## src/rtl/muldiv_if.sv

```systemverilog
// Issue/response bundle between the execute datapath (master) and the
// iterative multiply/divide unit (slave).
interface muldiv_if #(
   parameter int unsigned XLEN = 32
);
   logic            MD_start;
   logic [2:0]      MD_funct3;
   logic [XLEN-1:0] MD_rs1_data;
   logic [XLEN-1:0] MD_rs2_data;
   logic            MD_busy;
   logic            MD_done;
   logic [XLEN-1:0] MD_result;

   modport master (
      output MD_start, MD_funct3, MD_rs1_data, MD_rs2_data,
      input  MD_busy, MD_done, MD_result
   );

   modport slave (
      input  MD_start, MD_funct3, MD_rs1_data, MD_rs2_data,
      output MD_busy, MD_done, MD_result
   );
endinterface

```

## src/rtl/muldiv_unit.sv

```systemverilog
// Iterative RV32M multiply/divide: shift-add multiply and restoring divide on
// operand magnitudes, one bit per clock, sign fixed up on the final iteration.
module muldiv_unit #(
   parameter int unsigned XLEN = 32
) (
   input logic     SYS_clk,
   input logic     SYS_reset,
   muldiv_if.slave md
);
   localparam int unsigned CW = $clog2(XLEN + 1);
   localparam logic [XLEN-1:0] MIN_NEG = {1'b1, {(XLEN-1){1'b0}}};

   typedef enum logic [1:0] {S_IDLE, S_RUN, S_DONE} state_t;

   state_t            state_q;
   logic [CW-1:0]     count_q;
   logic [2:0]        op_q;
   logic [XLEN-1:0]   opnd_q;
   logic [2*XLEN-1:0] acc_q, acc_d;
   logic              neg_q, a_neg_q;
   logic              busy_q, done_q;
   logic [XLEN-1:0]   result_q, result_d;

   logic              sgn_a, sgn_b, a_neg, b_neg;
   logic [XLEN-1:0]   a_mag, b_mag;
   logic              div_zero, div_ovf, special;
   logic [XLEN-1:0]   spec_result;
   logic [XLEN:0]     mul_sum, div_shift;
   logic [XLEN-1:0]   div_diff, quo, rem;
   logic [2*XLEN-1:0] prod_fix;

   // Operand decode at the accept edge: signedness, magnitudes, special cases
   always_comb begin
      sgn_a    = md.MD_funct3[2] ? ~md.MD_funct3[0] : (md.MD_funct3[1:0] != 2'b11);
      sgn_b    = md.MD_funct3[2] ? ~md.MD_funct3[0] : ~md.MD_funct3[1];
      a_neg    = sgn_a & md.MD_rs1_data[XLEN-1];
      b_neg    = sgn_b & md.MD_rs2_data[XLEN-1];
      a_mag    = a_neg ? -md.MD_rs1_data : md.MD_rs1_data;
      b_mag    = b_neg ? -md.MD_rs2_data : md.MD_rs2_data;
      div_zero = md.MD_funct3[2] & (md.MD_rs2_data == '0);
      div_ovf  = md.MD_funct3[2] & ~md.MD_funct3[0] &
                 (md.MD_rs1_data == MIN_NEG) & (md.MD_rs2_data == '1);
      special  = div_zero | div_ovf;
      if (div_zero) spec_result = md.MD_funct3[1] ? md.MD_rs1_data : '1;
      else          spec_result = md.MD_funct3[1] ? '0 : md.MD_rs1_data;
   end

   // One iteration: acc holds {hi, lo} = {partial product, multiplier} or {remainder, dividend/quotient}
   always_comb begin
      acc_d     = acc_q;
      mul_sum   = '0;
      div_shift = '0;
      div_diff  = '0;
      if (!op_q[2]) begin
         mul_sum = {1'b0, acc_q[2*XLEN-1:XLEN]} + (acc_q[0] ? {1'b0, opnd_q} : '0);
         acc_d   = {mul_sum, acc_q[XLEN-1:1]};
      end else begin
         div_shift = acc_q[2*XLEN-1:XLEN-1];
         div_diff  = div_shift[XLEN-1:0] - opnd_q;
         if (div_shift >= {1'b0, opnd_q}) acc_d = {div_diff, acc_q[XLEN-2:0], 1'b1};
         else                             acc_d = {div_shift[XLEN-1:0], acc_q[XLEN-2:0], 1'b0};
      end

      prod_fix = neg_q ? -acc_d : acc_d;
      quo      = acc_d[XLEN-1:0];
      rem      = acc_d[2*XLEN-1:XLEN];
      if (!op_q[2])   result_d = (op_q[1:0] == 2'b00) ? prod_fix[XLEN-1:0] : prod_fix[2*XLEN-1:XLEN];
      else if (op_q[1]) result_d = a_neg_q ? -rem : rem;
      else            result_d = neg_q ? -quo : quo;
   end

   always_ff @(posedge SYS_clk or posedge SYS_reset) begin
      if (SYS_reset) begin
         state_q  <= S_IDLE;
         count_q  <= '0;
         op_q     <= '0;
         opnd_q   <= '0;
         acc_q    <= '0;
         neg_q    <= 1'b0;
         a_neg_q  <= 1'b0;
         busy_q   <= 1'b0;
         done_q   <= 1'b0;
         result_q <= '0;
      end else begin
         case (state_q)
            S_IDLE, S_DONE: begin
               if (md.MD_start) begin
                  op_q    <= md.MD_funct3;
                  count_q <= CW'(XLEN);
                  neg_q   <= a_neg ^ b_neg;
                  a_neg_q <= a_neg;
                  opnd_q  <= md.MD_funct3[2] ? b_mag : a_mag;
                  acc_q   <= {{XLEN{1'b0}}, (md.MD_funct3[2] ? a_mag : b_mag)};
                  if (special) begin
                     result_q <= spec_result;
                     state_q  <= S_DONE;
                     busy_q   <= 1'b0;
                     done_q   <= 1'b1;
                  end else begin
                     state_q <= S_RUN;
                     busy_q  <= 1'b1;
                     done_q  <= 1'b0;
                  end
               end else begin
                  state_q <= S_IDLE;
                  busy_q  <= 1'b0;
                  done_q  <= 1'b0;
               end
            end
            S_RUN: begin
               acc_q   <= acc_d;
               count_q <= count_q - CW'(1);
               if (count_q == CW'(1)) begin
                  result_q <= result_d;
                  state_q  <= S_DONE;
                  busy_q   <= 1'b0;
                  done_q   <= 1'b1;
               end
            end
            default: begin
               state_q <= S_IDLE;
               busy_q  <= 1'b0;
               done_q  <= 1'b0;
            end
         endcase
      end
   end

   assign md.MD_busy   = busy_q;
   assign md.MD_done   = done_q;
   assign md.MD_result = result_q;
endmodule

```

## src/flat_wrapper.sv

```systemverilog
// flat-port wrapper written by rule: the top's interface ports become plain ports
module muldiv_unit_flat 
#(
   parameter int unsigned XLEN = 32
)
  (SYS_clk, SYS_reset, md_MD_start, md_MD_funct3, md_MD_rs1_data, md_MD_rs2_data, md_MD_busy, md_MD_done, md_MD_result);
  muldiv_if #(.XLEN(XLEN)) md_i ();
  input logic SYS_clk;
  input logic SYS_reset;
  input wire logic [$bits(md_i.MD_start)-1:0] md_MD_start;
  input wire logic [$bits(md_i.MD_funct3)-1:0] md_MD_funct3;
  input wire logic [$bits(md_i.MD_rs1_data)-1:0] md_MD_rs1_data;
  input wire logic [$bits(md_i.MD_rs2_data)-1:0] md_MD_rs2_data;
  output wire logic [$bits(md_i.MD_busy)-1:0] md_MD_busy;
  output wire logic [$bits(md_i.MD_done)-1:0] md_MD_done;
  output wire logic [$bits(md_i.MD_result)-1:0] md_MD_result;
  assign md_i.MD_start = md_MD_start;
  assign md_i.MD_funct3 = md_MD_funct3;
  assign md_i.MD_rs1_data = md_MD_rs1_data;
  assign md_i.MD_rs2_data = md_MD_rs2_data;
  assign md_MD_busy = md_i.MD_busy;
  assign md_MD_done = md_i.MD_done;
  assign md_MD_result = md_i.MD_result;
  muldiv_unit #(.XLEN(XLEN)) u_core (.SYS_clk(SYS_clk), .SYS_reset(SYS_reset), .md(md_i));
endmodule
```

## config.mk

```make
export PLATFORM = sky130hd
export DESIGN_NAME = muldiv_unit_flat
export DESIGN_NICKNAME = d
export VERILOG_FILES = /design/src/rtl/muldiv_if.sv /design/src/rtl/muldiv_unit.sv /design/src/flat_wrapper.sv
export SDC_FILE = /design/constraint.sdc
export NUM_CORES = 1
export LEC_CHECK = 0
export ABC_AREA = 1
export CAP_MARGIN = 10
export CELL_PAD_IN_SITES_DETAIL_PLACEMENT = 0
export CELL_PAD_IN_SITES_GLOBAL_PLACEMENT = 2
export CORE_ASPECT_RATIO = 2
export CORE_MARGIN = 2
export CORE_UTILIZATION = 35
export CTS_CLUSTER_DIAMETER = 50
export DETAILED_ROUTE_END_ITERATION = 6
export PLACE_DENSITY_LB_ADDON = 0.05
export SLEW_MARGIN = 20
export SYNTH_ARGS = -nofsm -noshare
export SYNTH_HDL_FRONTEND = slang
export SYNTH_SLANG_ARGS = --single-unit
```

## constraint.sdc

```tcl
create_clock -name SYS_clk -period 12.1 [get_ports SYS_clk]
set_clock_uncertainty 0.15 [all_clocks]
set_input_delay 1.815 -clock SYS_clk [delete_from_list [all_inputs] [get_ports SYS_clk]]
set_output_delay 1.815 -clock SYS_clk [all_outputs]
set_load 0.05 [all_outputs]
```

==> reports/results.tsv <==
metric	value	unit
grt_overflow	0	
cp-start-kind	input port	
hpwl	87.7	mm
yosysWarnings	0	
drt-wirelength-per-cell	27.1	microns
synthFlopType	dfrtp_1	
grt_use_total	38.5	%
numPortBuffers	103	
worst_setup_path_end_kind	flip-flop	
drc	0	
tns	0	ps
crit_fanout	57	
rows	119	
grt_pass1_vias	22076	
path_buf_inv	8	
cts_resized	0	
worst_pin_slew	1140	ps
cts.path.max_buffers	2	
synth.area.mux_share	0	%
postCtsSetupRepairBufs	0	
synthTopCellsByCount	nand2_1, inv_1, nand3_1	
crit_chain	clkdlybuf4s50_1, inv_1, nor2_1, buf_4, inv_1, nand2_2, buf_4, inv_1, a21oi_1, nand2_2, buf_4, clkinv_1, o211ai_1, nand2_1	
gr-usage-met1	34.6	%
slew_headroom	23.1	%
ys_types	47	
critPathKind	in2reg	
synth_top_area_cell	nand2_1	
die_area	54700	sq um
clk_latency	470	ps
hold_class	reg2reg	
die_w	166	microns
fmax	179	MHz
yosysTopAreaCellShare	21.8	%
crit_arrival	5810	ps
drtIter0Drc	1714	
nNetsFinal	3403	
final_layout_size_suffix_gt1_share	5.59	%
outcome	complete, no violations	
initial_core_util	35.2	%
dieHeight	329	microns
grt_pass1_wl	152	mm
globalplace.congestion	1.10	
cpPeakStageDelay	760	ps
final_util	39.4	%
ant_nets	0	
grt_use_met2	70.3	%
rsz0062_at_grt	no	
min_period	5600	ps
yosysMostFrequentCell	nand2_1	
design.core.area	52400	sq um
area_growth	11.9	%
cp_slowest_cell	inv_1	
synthTopCellsByArea	nand2_1, dfrtp_1, inv_1, nand3_1, nor2_1	
io_pins	104	
synth_compound_area_share	14.9	%
diodes	0	
clock-sinks	141	
synth-simple-area-share	42.8	%
synthCells	3234	
cts_buffers	17	
cts_root_buffer	clkbuf_16	
cts.clk_slew.worst_paths	70	ps
vias	22127	
use_met3	5.17	%
hold_violations	0	
drv_cap	0	
synth-xor-area-share	5.60	%
timing.reg2reg.setup_slack	6570	ps
fin_crit_sh	46.3	%
cts_tree	done	
cp.required	12310	ps
slew_violations	0	
synth_nets	3377	
synth_seq_cells	141	
synth_edf_count	0	
synthAdderAreaFrac	5.03	%
ctsHoldBuffers	0	
seq_area_frac_synth	19.1	%
synth-async-reset-ratio	100	%
grt_start_max_net_pins	89	
antenna_found_initial	0	
critPathTopFamily	buffers and inverters	
firstDrtPassIters	6	
finalSetupViolations	0	
vias_per_cell	5.62	
synth_top_family_by_area	simple AND/OR/NAND/NOR gates	
grt.busiest_layer	met2	
netlist_area	18500	sq um
syn_area_per_cell	5.71	sq um
h-tree-depth	4	
finalWirelength	107	mm
-- tightest hold or removal path: stages (launching register included) --
cell and delay [ps]:
dfrtp_1 340, nand2_1 50, nand2_1 50
-- through the flow --
stage / setup slack (ps) / instance area [sq um] / hold slack [ps] / instances
after floorplan: 6350 / 18500 / 303 / 3234
after global placement: 5730 / 20000 / 315 / 3905
after detailed placement: 5980 / 20000 / 315 / 3906
after CTS: 6460 / 20700 / 334 / 3938
after global routing: 6260 / 20700 / 363 / 3938
final: 6500 / 20700 / 331 / 3938
-- final cells by class --
class                           count  area (sq um)
Fill cell                        5957         31700
Multi-Input combinational cell   2498         12600
Sequential cell                   141          3530
Inverter                          474          1780
Timing Repair Buffer              128          1220
Tap cell                          665           832
Clock buffer                       23           508
Clock inverter                      9           154
-- cells in the final DEF, fill, tap and decap left out, types with 6 or more instances in the layout --
cell,synthesis,routed
o211ai_1,11,11
dfrtp_1,141,138
and2_1,10,10
nor3_1,31,31
o21ai_1,12,12
o2111ai_1,7,7
a22oi_1,10,10
nand3b_1,17,17
ha_1,71,71
xnor2_1,20,20
nand2_2,29,31
a31oi_1,28,28
nand4_1,40,40
nand2_4,6,6
clkbuf_8,0,6
clkdlybuf4s50_1,0,103
nor2_1,278,275
o21a_1,10,10
clkbuf_16,0,17
nor4_1,7,7
inv_1,460,458
nand3_2,9,9
o22ai_1,47,47
nand3_1,289,289
o21bai_1,35,35
o221ai_1,25,25
xor2_1,98,98
nor2_2,29,31
a21oi_1,115,115
buf_4,3,24
inv_2,9,10
or2_2,20,20
o21ai_0,144,144
nand2_1,1073,1071
-- worst paths after layout --
kind | startpoint | end | depth (start not counted)
worst min-delay path | u_core.md.MD_result[29] | u_core.md.MD_result[29] | 2
worst max register to register | u_core.opnd_q[23] | u_core.md.MD_result[14] | 29
worst max-delay path | md_MD_start | u_core.md.MD_result[2] | 14
max in group asynchronous | SYS_reset | u_core.op_q[2] | 3
worst min register to register | u_core.md.MD_result[29] | u_core.md.MD_result[29] | 2
min in group asynchronous | SYS_reset | u_core.md.MD_result[0] | 2
-- sequential cells by signal (all words and copies together), names as in the netlist --
register / flops
u_core.md.MD_done: 1
u_core.opnd_q: 32
u_core.md.MD_result: 32
u_core.acc_q: 64
u_core.neg_q: 1
u_core.op_q: 3
u_core.a_neg_q: 1
u_core.count_q: 6
u_core.md.MD_busy: 1
-- kinds of logic (layout without fill, tap and decap cells) --
group	after synthesis	after routing
xor gates and xnor gates	118	118
and+or+nand+nor	1846	1846
AOI/OAI and AO/OA	461	461
DFF	141	141
buffers and inverters	595	634
adders and majority gates	73	73
-- layer usage --
metal  part of all wire [%]  vias to the layer above
li1                       -                    10428
met1                     31                    10293
met2                     50                      981
met3                    4.8                      425
met4                     13                        0
met5                      0                        -
Power is left out: the tool's default activity adds up to more than one toggle a clock period on the data nets, which glitch-free logic cannot reach.
